File: src/rtl/present_core_if.sv
// Start/busy/done handshake and data bus of the PRESENT engine.
interface present_core_if #(
    parameter int KEY_WIDTH = 80
);
    logic                 start;
    logic                 decrypt;
    logic [63:0]          din;
    logic [KEY_WIDTH-1:0] key;
    logic [63:0]          dout;
    logic                 busy;
    logic                 done;

    modport master (output start, decrypt, din, key, input dout, busy, done);
    modport slave  (input start, decrypt, din, key, output dout, busy, done);
endinterface

File: src/rtl/present_core.sv
// Iterative PRESENT-80/128 encrypt/decrypt engine, one round per clock.
// PRESENT_KEY_CACHE_EN adds a one-entry cache of the final key-schedule state.
module present_core #(
    parameter int KEY_WIDTH  = 80,
    parameter int NUM_ROUNDS = 31
) (
    input  logic          clk,
    input  logic          rst_n,
    present_core_if.slave bus
);

    if (KEY_WIDTH != 80 && KEY_WIDTH != 128) begin : g_bad_key_width
        $error("present_core: KEY_WIDTH must be 80 or 128");
    end
    if (NUM_ROUNDS < 1 || NUM_ROUNDS > 31) begin : g_bad_rounds
        $error("present_core: NUM_ROUNDS must be in 1..31");
    end

    localparam int         XOR_LSB = (KEY_WIDTH == 128) ? 62 : 15;
    localparam logic [4:0] NR5     = 5'(NUM_ROUNDS);

    typedef enum logic [1:0] {S_IDLE, S_KEYEXP, S_ROUND, S_FINAL} state_e;

    state_e               state_q, state_d;
    logic [63:0]          data_q, data_d;
    logic [KEY_WIDTH-1:0] key_q, key_d;
    logic [4:0]           rnd_q, rnd_d;
    logic                 dec_q, dec_d;
    logic [63:0]          dout_q, dout_d;
    logic                 busy_q, busy_d;
    logic                 done_q, done_d;

`ifdef PRESENT_KEY_CACHE_EN
    logic [KEY_WIDTH-1:0] ck_key_q, ck_key_d;
    logic [KEY_WIDTH-1:0] ck_fin_q, ck_fin_d;
    logic                 ck_vld_q, ck_vld_d;
`endif

    function automatic logic [3:0] sbox4(input logic [3:0] x);
        case (x)
            4'h0: sbox4 = 4'hC;  4'h1: sbox4 = 4'h5;  4'h2: sbox4 = 4'h6;  4'h3: sbox4 = 4'hB;
            4'h4: sbox4 = 4'h9;  4'h5: sbox4 = 4'h0;  4'h6: sbox4 = 4'hA;  4'h7: sbox4 = 4'hD;
            4'h8: sbox4 = 4'h3;  4'h9: sbox4 = 4'hE;  4'hA: sbox4 = 4'hF;  4'hB: sbox4 = 4'h8;
            4'hC: sbox4 = 4'h4;  4'hD: sbox4 = 4'h7;  4'hE: sbox4 = 4'h1;  default: sbox4 = 4'h2;
        endcase
    endfunction

    function automatic logic [3:0] isbox4(input logic [3:0] x);
        case (x)
            4'h0: isbox4 = 4'h5;  4'h1: isbox4 = 4'hE;  4'h2: isbox4 = 4'hF;  4'h3: isbox4 = 4'h8;
            4'h4: isbox4 = 4'hC;  4'h5: isbox4 = 4'h1;  4'h6: isbox4 = 4'h2;  4'h7: isbox4 = 4'hD;
            4'h8: isbox4 = 4'hB;  4'h9: isbox4 = 4'h4;  4'hA: isbox4 = 4'h6;  4'hB: isbox4 = 4'h3;
            4'hC: isbox4 = 4'h0;  4'hD: isbox4 = 4'h7;  4'hE: isbox4 = 4'h9;  default: isbox4 = 4'hA;
        endcase
    endfunction

    function automatic logic [63:0] sbox_layer(input logic [63:0] x);
        logic [63:0] y;
        for (int n = 0; n < 16; n++) y[4*n +: 4] = sbox4(x[4*n +: 4]);
        return y;
    endfunction

    function automatic logic [63:0] isbox_layer(input logic [63:0] x);
        logic [63:0] y;
        for (int n = 0; n < 16; n++) y[4*n +: 4] = isbox4(x[4*n +: 4]);
        return y;
    endfunction

    function automatic logic [63:0] p_layer(input logic [63:0] x);
        logic [63:0] y;
        y[63] = x[63];
        for (int j = 0; j < 63; j++) y[(16*j) % 63] = x[j];
        return y;
    endfunction

    function automatic logic [63:0] ip_layer(input logic [63:0] x);
        logic [63:0] y;
        y[63] = x[63];
        for (int j = 0; j < 63; j++) y[j] = x[(16*j) % 63];
        return y;
    endfunction

    function automatic logic [KEY_WIDTH-1:0] key_upd(input logic [KEY_WIDTH-1:0] k,
                                                     input logic [4:0] i);
        logic [KEY_WIDTH-1:0] r;
        r = {k[KEY_WIDTH-62:0], k[KEY_WIDTH-1:KEY_WIDTH-61]};
        r[KEY_WIDTH-1 -: 4] = sbox4(r[KEY_WIDTH-1 -: 4]);
        if (KEY_WIDTH == 128) r[KEY_WIDTH-5 -: 4] = sbox4(r[KEY_WIDTH-5 -: 4]);
        r[XOR_LSB +: 5] = r[XOR_LSB +: 5] ^ i;
        return r;
    endfunction

    function automatic logic [KEY_WIDTH-1:0] key_inv(input logic [KEY_WIDTH-1:0] k,
                                                     input logic [4:0] i);
        logic [KEY_WIDTH-1:0] r;
        r = k;
        r[XOR_LSB +: 5] = r[XOR_LSB +: 5] ^ i;
        r[KEY_WIDTH-1 -: 4] = isbox4(r[KEY_WIDTH-1 -: 4]);
        if (KEY_WIDTH == 128) r[KEY_WIDTH-5 -: 4] = isbox4(r[KEY_WIDTH-5 -: 4]);
        return {r[60:0], r[KEY_WIDTH-1:61]};
    endfunction

    // In decrypt ROUND the counter holds i-1 (NUM_ROUNDS..1) so it fits 5 bits.
    always_comb begin
        logic [63:0] rk;
        rk       = key_q[KEY_WIDTH-1 -: 64];
        state_d  = state_q;
        data_d   = data_q;
        key_d    = key_q;
        rnd_d    = rnd_q;
        dec_d    = dec_q;
        dout_d   = dout_q;
        busy_d   = busy_q;
        done_d   = 1'b0;
`ifdef PRESENT_KEY_CACHE_EN
        ck_key_d = ck_key_q;
        ck_fin_d = ck_fin_q;
        ck_vld_d = ck_vld_q;
`endif
        case (state_q)
            S_IDLE: begin
                if (bus.start && !done_q) begin
                    data_d = bus.din;
                    key_d  = bus.key;
                    dec_d  = bus.decrypt;
                    busy_d = 1'b1;
                    rnd_d  = 5'd1;
`ifdef PRESENT_KEY_CACHE_EN
                    if (bus.decrypt && ck_vld_q && ck_key_q == bus.key) begin
                        key_d   = ck_fin_q;
                        rnd_d   = NR5;
                        state_d = S_ROUND;
                    end else begin
                        ck_key_d = bus.key;
                        ck_vld_d = 1'b0;
                        state_d  = bus.decrypt ? S_KEYEXP : S_ROUND;
                    end
`else
                    state_d = bus.decrypt ? S_KEYEXP : S_ROUND;
`endif
                end
            end
            S_KEYEXP: begin
                key_d = key_upd(key_q, rnd_q);
                if (rnd_q == NR5) begin
                    state_d = S_ROUND;
`ifdef PRESENT_KEY_CACHE_EN
                    ck_fin_d = key_upd(key_q, rnd_q);
                    ck_vld_d = 1'b1;
`endif
                end else begin
                    rnd_d = rnd_q + 5'd1;
                end
            end
            S_ROUND: begin
                if (!dec_q) begin
                    data_d = p_layer(sbox_layer(data_q ^ rk));
                    key_d  = key_upd(key_q, rnd_q);
                    if (rnd_q == NR5) begin
                        state_d = S_FINAL;
                        busy_d  = 1'b0;
                    end else begin
                        rnd_d = rnd_q + 5'd1;
                    end
                end else begin
                    data_d = isbox_layer(ip_layer(data_q ^ rk));
                    key_d  = key_inv(key_q, rnd_q);
                    if (rnd_q == 5'd1) begin
                        state_d = S_FINAL;
                        busy_d  = 1'b0;
                    end else begin
                        rnd_d = rnd_q - 5'd1;
                    end
                end
            end
            default: begin
                dout_d  = data_q ^ rk;
                done_d  = 1'b1;
                state_d = S_IDLE;
`ifdef PRESENT_KEY_CACHE_EN
                if (!dec_q) begin
                    ck_fin_d = key_q;
                    ck_vld_d = 1'b1;
                end
`endif
            end
        endcase
    end

    always_ff @(posedge clk or negedge rst_n) begin
        if (!rst_n) begin
            state_q <= S_IDLE;
            data_q  <= '0;
            key_q   <= '0;
            rnd_q   <= '0;
            dec_q   <= 1'b0;
            dout_q  <= '0;
            busy_q  <= 1'b0;
            done_q  <= 1'b0;
        end else begin
            state_q <= state_d;
            data_q  <= data_d;
            key_q   <= key_d;
            rnd_q   <= rnd_d;
            dec_q   <= dec_d;
            dout_q  <= dout_d;
            busy_q  <= busy_d;
            done_q  <= done_d;
        end
    end

`ifdef PRESENT_KEY_CACHE_EN
    always_ff @(posedge clk or negedge rst_n) begin
        if (!rst_n) begin
            ck_key_q <= '0;
            ck_fin_q <= '0;
            ck_vld_q <= 1'b0;
        end else begin
            ck_key_q <= ck_key_d;
            ck_fin_q <= ck_fin_d;
            ck_vld_q <= ck_vld_d;
        end
    end
`endif

    assign bus.dout = dout_q;
    assign bus.busy = busy_q;
    assign bus.done = done_q;

endmodule

File: src/flat_wrapper.sv
// flat-port wrapper written by rule: the top's interface ports become plain ports
module present_core_flat 
#(
    parameter int KEY_WIDTH  = 80,
    parameter int NUM_ROUNDS = 31
)
  (clk, rst_n, bus_start, bus_decrypt, bus_din, bus_key, bus_dout, bus_busy, bus_done);
  present_core_if #(.KEY_WIDTH(KEY_WIDTH)) bus_i ();
  input  logic clk;
  input  logic rst_n;
  input wire logic [$bits(bus_i.start)-1:0] bus_start;
  input wire logic [$bits(bus_i.decrypt)-1:0] bus_decrypt;
  input wire logic [$bits(bus_i.din)-1:0] bus_din;
  input wire logic [$bits(bus_i.key)-1:0] bus_key;
  output wire logic [$bits(bus_i.dout)-1:0] bus_dout;
  output wire logic [$bits(bus_i.busy)-1:0] bus_busy;
  output wire logic [$bits(bus_i.done)-1:0] bus_done;
  assign bus_i.start = bus_start;
  assign bus_i.decrypt = bus_decrypt;
  assign bus_i.din = bus_din;
  assign bus_i.key = bus_key;
  assign bus_dout = bus_i.dout;
  assign bus_busy = bus_i.busy;
  assign bus_done = bus_i.done;
  present_core #(.KEY_WIDTH(KEY_WIDTH), .NUM_ROUNDS(NUM_ROUNDS)) u_core (.clk(clk), .rst_n(rst_n), .bus(bus_i));
endmodule
File: config.mk
export PLATFORM = sky130hd
export DESIGN_NAME = present_core_flat
export DESIGN_NICKNAME = d
export VERILOG_FILES = /design/src/rtl/present_core_if.sv /design/src/rtl/present_core.sv /design/src/flat_wrapper.sv
export SDC_FILE = /design/constraint.sdc
export NUM_CORES = 1
export LEC_CHECK = 0
export BUFFER_PORTS_ARGS = -buffer_cell sky130_fd_sc_hd__clkbuf_2
export CORE_AREA = 2 2 176 178
export CTS_CLUSTER_SIZE = 8
export DETAILED_ROUTE_END_ITERATION = 6
export DIE_AREA = 0 0 178 180
export PLACE_DENSITY = 0.72
export SLEW_MARGIN = 20
export SYNTH_ARGS = -nofsm -noshare
export SYNTH_HDL_FRONTEND = slang
export SYNTH_SLANG_ARGS = --single-unit
export TNS_END_PERCENT = 20
File: constraint.sdc
create_clock -name clk -period 4.6 [get_ports clk]
set_input_delay 0.46 -clock clk [delete_from_list [all_inputs] [get_ports clk]]
set_output_delay 0.46 -clock clk [all_outputs]
set_load 0.01 [all_outputs]
==> impl_metrics.py <==
metrics = {
    "worst_setup_path": {
        "r2r_slack_ps": 1140,
        "cp_max_fo": 30,
        "worst-setup-path-type": "reg -> reg",
        "r2r.worst_path.cells": 7,
        "crit_start": "u_core.state_q[0]",
        "r2r_end": "u_core.data_q[37]",
        "cp.arrival_ps": 3920,
        "worstPathRequired_ps": 5060,
        "cp-end-kind": "flop",
        "r2r_start": "u_core.state_q[0]",
        "cp-start-kind": "flop",
    },
    "timing": {
        "period_share": 0.752,
        "slew_headroom": 0.233,
        "grt_setup_unrepaired": "no",
        "finClkSkew_ps": 24.4,
        "finalHoldViolations": 36,
        "fin_setup_tns_ps": 0,
        "finalCriticalPeriod_ps": 3460,
        "finalSetupViolCount": 0,
        "whs_ps": -93.6,
        "drv_slew": 0,
        "tightest_slew_ps": 1140,
        "max_freq_mhz": 289,
    },
    "cts": {
        "h-tree-depth": 1,
        "cts-buffers-inserted": 31,
        "clk_pin_slew_worst_paths_ps": 60,
        "cts_tree": "yes",
        "cts.sinks": 218,
        "clock-root-buffer": "clkbuf_16",
        "holdBufCountCts": 0,
        "cts.path.max_buffers": 3,
        "insertion_delay_ps": 580,
        "cts_resized": 0,
        "postCtsSetupBuffers": 0,
    },
    "placed_design": {
        "port_buffers": 213,
        "gp_congestion": 0.972,
        "dp.final_hpwl_um": 44300,
        "placedCellCount": 2423,
        "place_area_um2": 17600,
    },
    "logic_synthesis": {
        "synth_ff_type": "dfrtp_1",
        "synth.distinct_cells": 79,
        "synth.area.mux_share": 0.0394,
        "synthArstFlopShare": 1.00,
        "synth-simple-area-share": 0.148,
        "syn_inst": 1918,
        "synth_edf_count": 0,
        "syn-cell-area_um2": 16300,
        "synth_top_family_by_area": "compound AO/OA/AOI/OAI gates",
        "synth-xor-area-share": 0.0891,
        "synth-compound-area-share": 0.266,
        "syn-num-nets": 2155,
        "syn_avg_cell_area_um2": 8.49,
        "synth_adder_area_share": 0.0691,
        "yosysWarningCount": 0,
        "ys_seq_elements": 218,
        "synth_seq_area_share": 0.335,
    },
    "floorplan": {
        "rows": 64,
        "core_area_um2": 30200,
        "fp.dieH_um": 180,
        "die_area_um2": 32000,
        "fp.dieW_um": 178,
        "io_pins": 214,
        "floorplan.initialDensity": 0.539,
    },
    "layout": {
        "drive_gt1_frac": 0.180,
        "syn2layout_area_growth_pct": 13.3,
        "mostFrequentLayoutCells": "nor2_1 (241), dfrtp_1 (218), clkbuf_2 (212), nand2_1 (188), a21oi_1 (168)",
        "layoutNonFillerInstCount": 2457,
        "diodes": 0,
        "fin_nets": 2297,
        "design_area_um2": 18400,
        "layout_commonest_cell": "nor2_1",
    },
    "min_path": {
        "hp-class": "in -> async",
    },
    "routing": {
        "vias": 16516,
        "first_iter_violations": 2427,
        "wl_per_cell_um": 25.0,
        "firstDrtPassIters": 6,
        "drcViolationCount": 0,
        "wl_um": 61400,
        "ant_nets": 0,
        "vias_per_cell": 6.72,
    },
    "global_route": {
        "grt_pass1_vias": 15251,
        "grt_use_total": 0.378,
        "grt_max_degree": 115,
        "grt_overflow": 0,
        "grt_pass1_wl_um": 92400,
        "antenna_found_initial": 1,
    },
    "job": {
        "maxCapViolCount": 0,
    },
    "run_status": {
        "outcome": "finished with violations",
        "failed_checks": "negative hold slack",
    },
}
## area by class of cell
type | instances | area [µm²]
clock buffer | 32 | 779
clock inverter | 2 | 27.5
fill | 2714 | 11700
inverter | 72 | 273
multi-input combinational | 1485 | 10000
sequential | 218 | 5460
tap | 396 | 495
timing repair buffer | 252 | 1390
## kinds of logic (layout without fill, tap and decap cells)
| kind of cell | Yosys count | after routing |
|---|---|---|
| multiplexers | 39 | 39 |
| buffers and inverters | 215 | 358 |
| adder cells (fa/ha/maj) | 90 | 90 |
| XOR/XNOR | 142 | 142 |
| AND/OR/NAND/NOR | 573 | 573 |
| AO/OA/AOI/OAI | 641 | 641 |
| flip-flops | 218 | 218 |
## registers in the layout, summed over array words and instances (netlist names)
| name | count |
|---|---|
| u_core.bus.busy | 1 |
| u_core.data_q | 64 |
| u_core.key_q | 80 |
| u_core.bus.dout | 64 |
| u_core.rnd_q | 5 |
| u_core.bus.done | 1 |
| u_core.dec_q | 1 |
| u_core.state_q | 2 |
## critical path: stages, from the launching register on
cell and delay, ps:
dfrtp_1 440, inv_1 120, ha_1 740, clkinv_1 320, o21ai_4 780, buf_4 450
o31ai_1 130, o32a_1 320
## Yosys cell counts (all sizes together) (9+ instances only)
cell type,count,area (µm²)
nor2,242,911
dfrtp,218,5460
nand2,190,718
a21oi,169,846
clkbuf,111,437
o21ai,111,559
ha,89,1110
o31ai,88,666
xnor2,86,836
a221oi,79,698
inv,66,250
xor2,56,614
nor3,48,240
nand3,42,210
buf,32,153
a31oi,31,194
o211ai,28,210
a211oi,21,158
mux2i,19,190
mux4,19,439
o221ai,16,140
nand4,10,62.6
o22ai,10,62.6
a311oi,9,78.8
or3,9,56.3
## per-stage QoR
step | util | worst slack (ps)
after detailed placement | 0.584 | 1310
final | 0.611 | 1140
after CTS | 0.610 | 1260
after global routing | 0.611 | 1080
after floorplan | - | 2370
after global placement | 0.584 | 1370
## how the worst max path moves through the flow
stage	depth (start not counted)	end	slack, ps
after global placement	7	u_core.data_q[37]	1370
after detailed placement	7	u_core.data_q[37]	1310
after CTS	7	u_core.data_q[37]	1260
final	7	u_core.data_q[37]	1140
after floorplan	7	u_core.data_q[63]	2370
after global routing	7	u_core.data_q[37]	1080
## per-layer routing
metal  track usage  part of all wire
met1         0.521              0.39
met2         0.548              0.43
met4         0.219             0.070
met3        0.0770              0.11
met5             0           0.00021
Power is left out: the tool's default activity adds up to more than one toggle a clock period on the data nets, which glitch-free logic cannot reach.
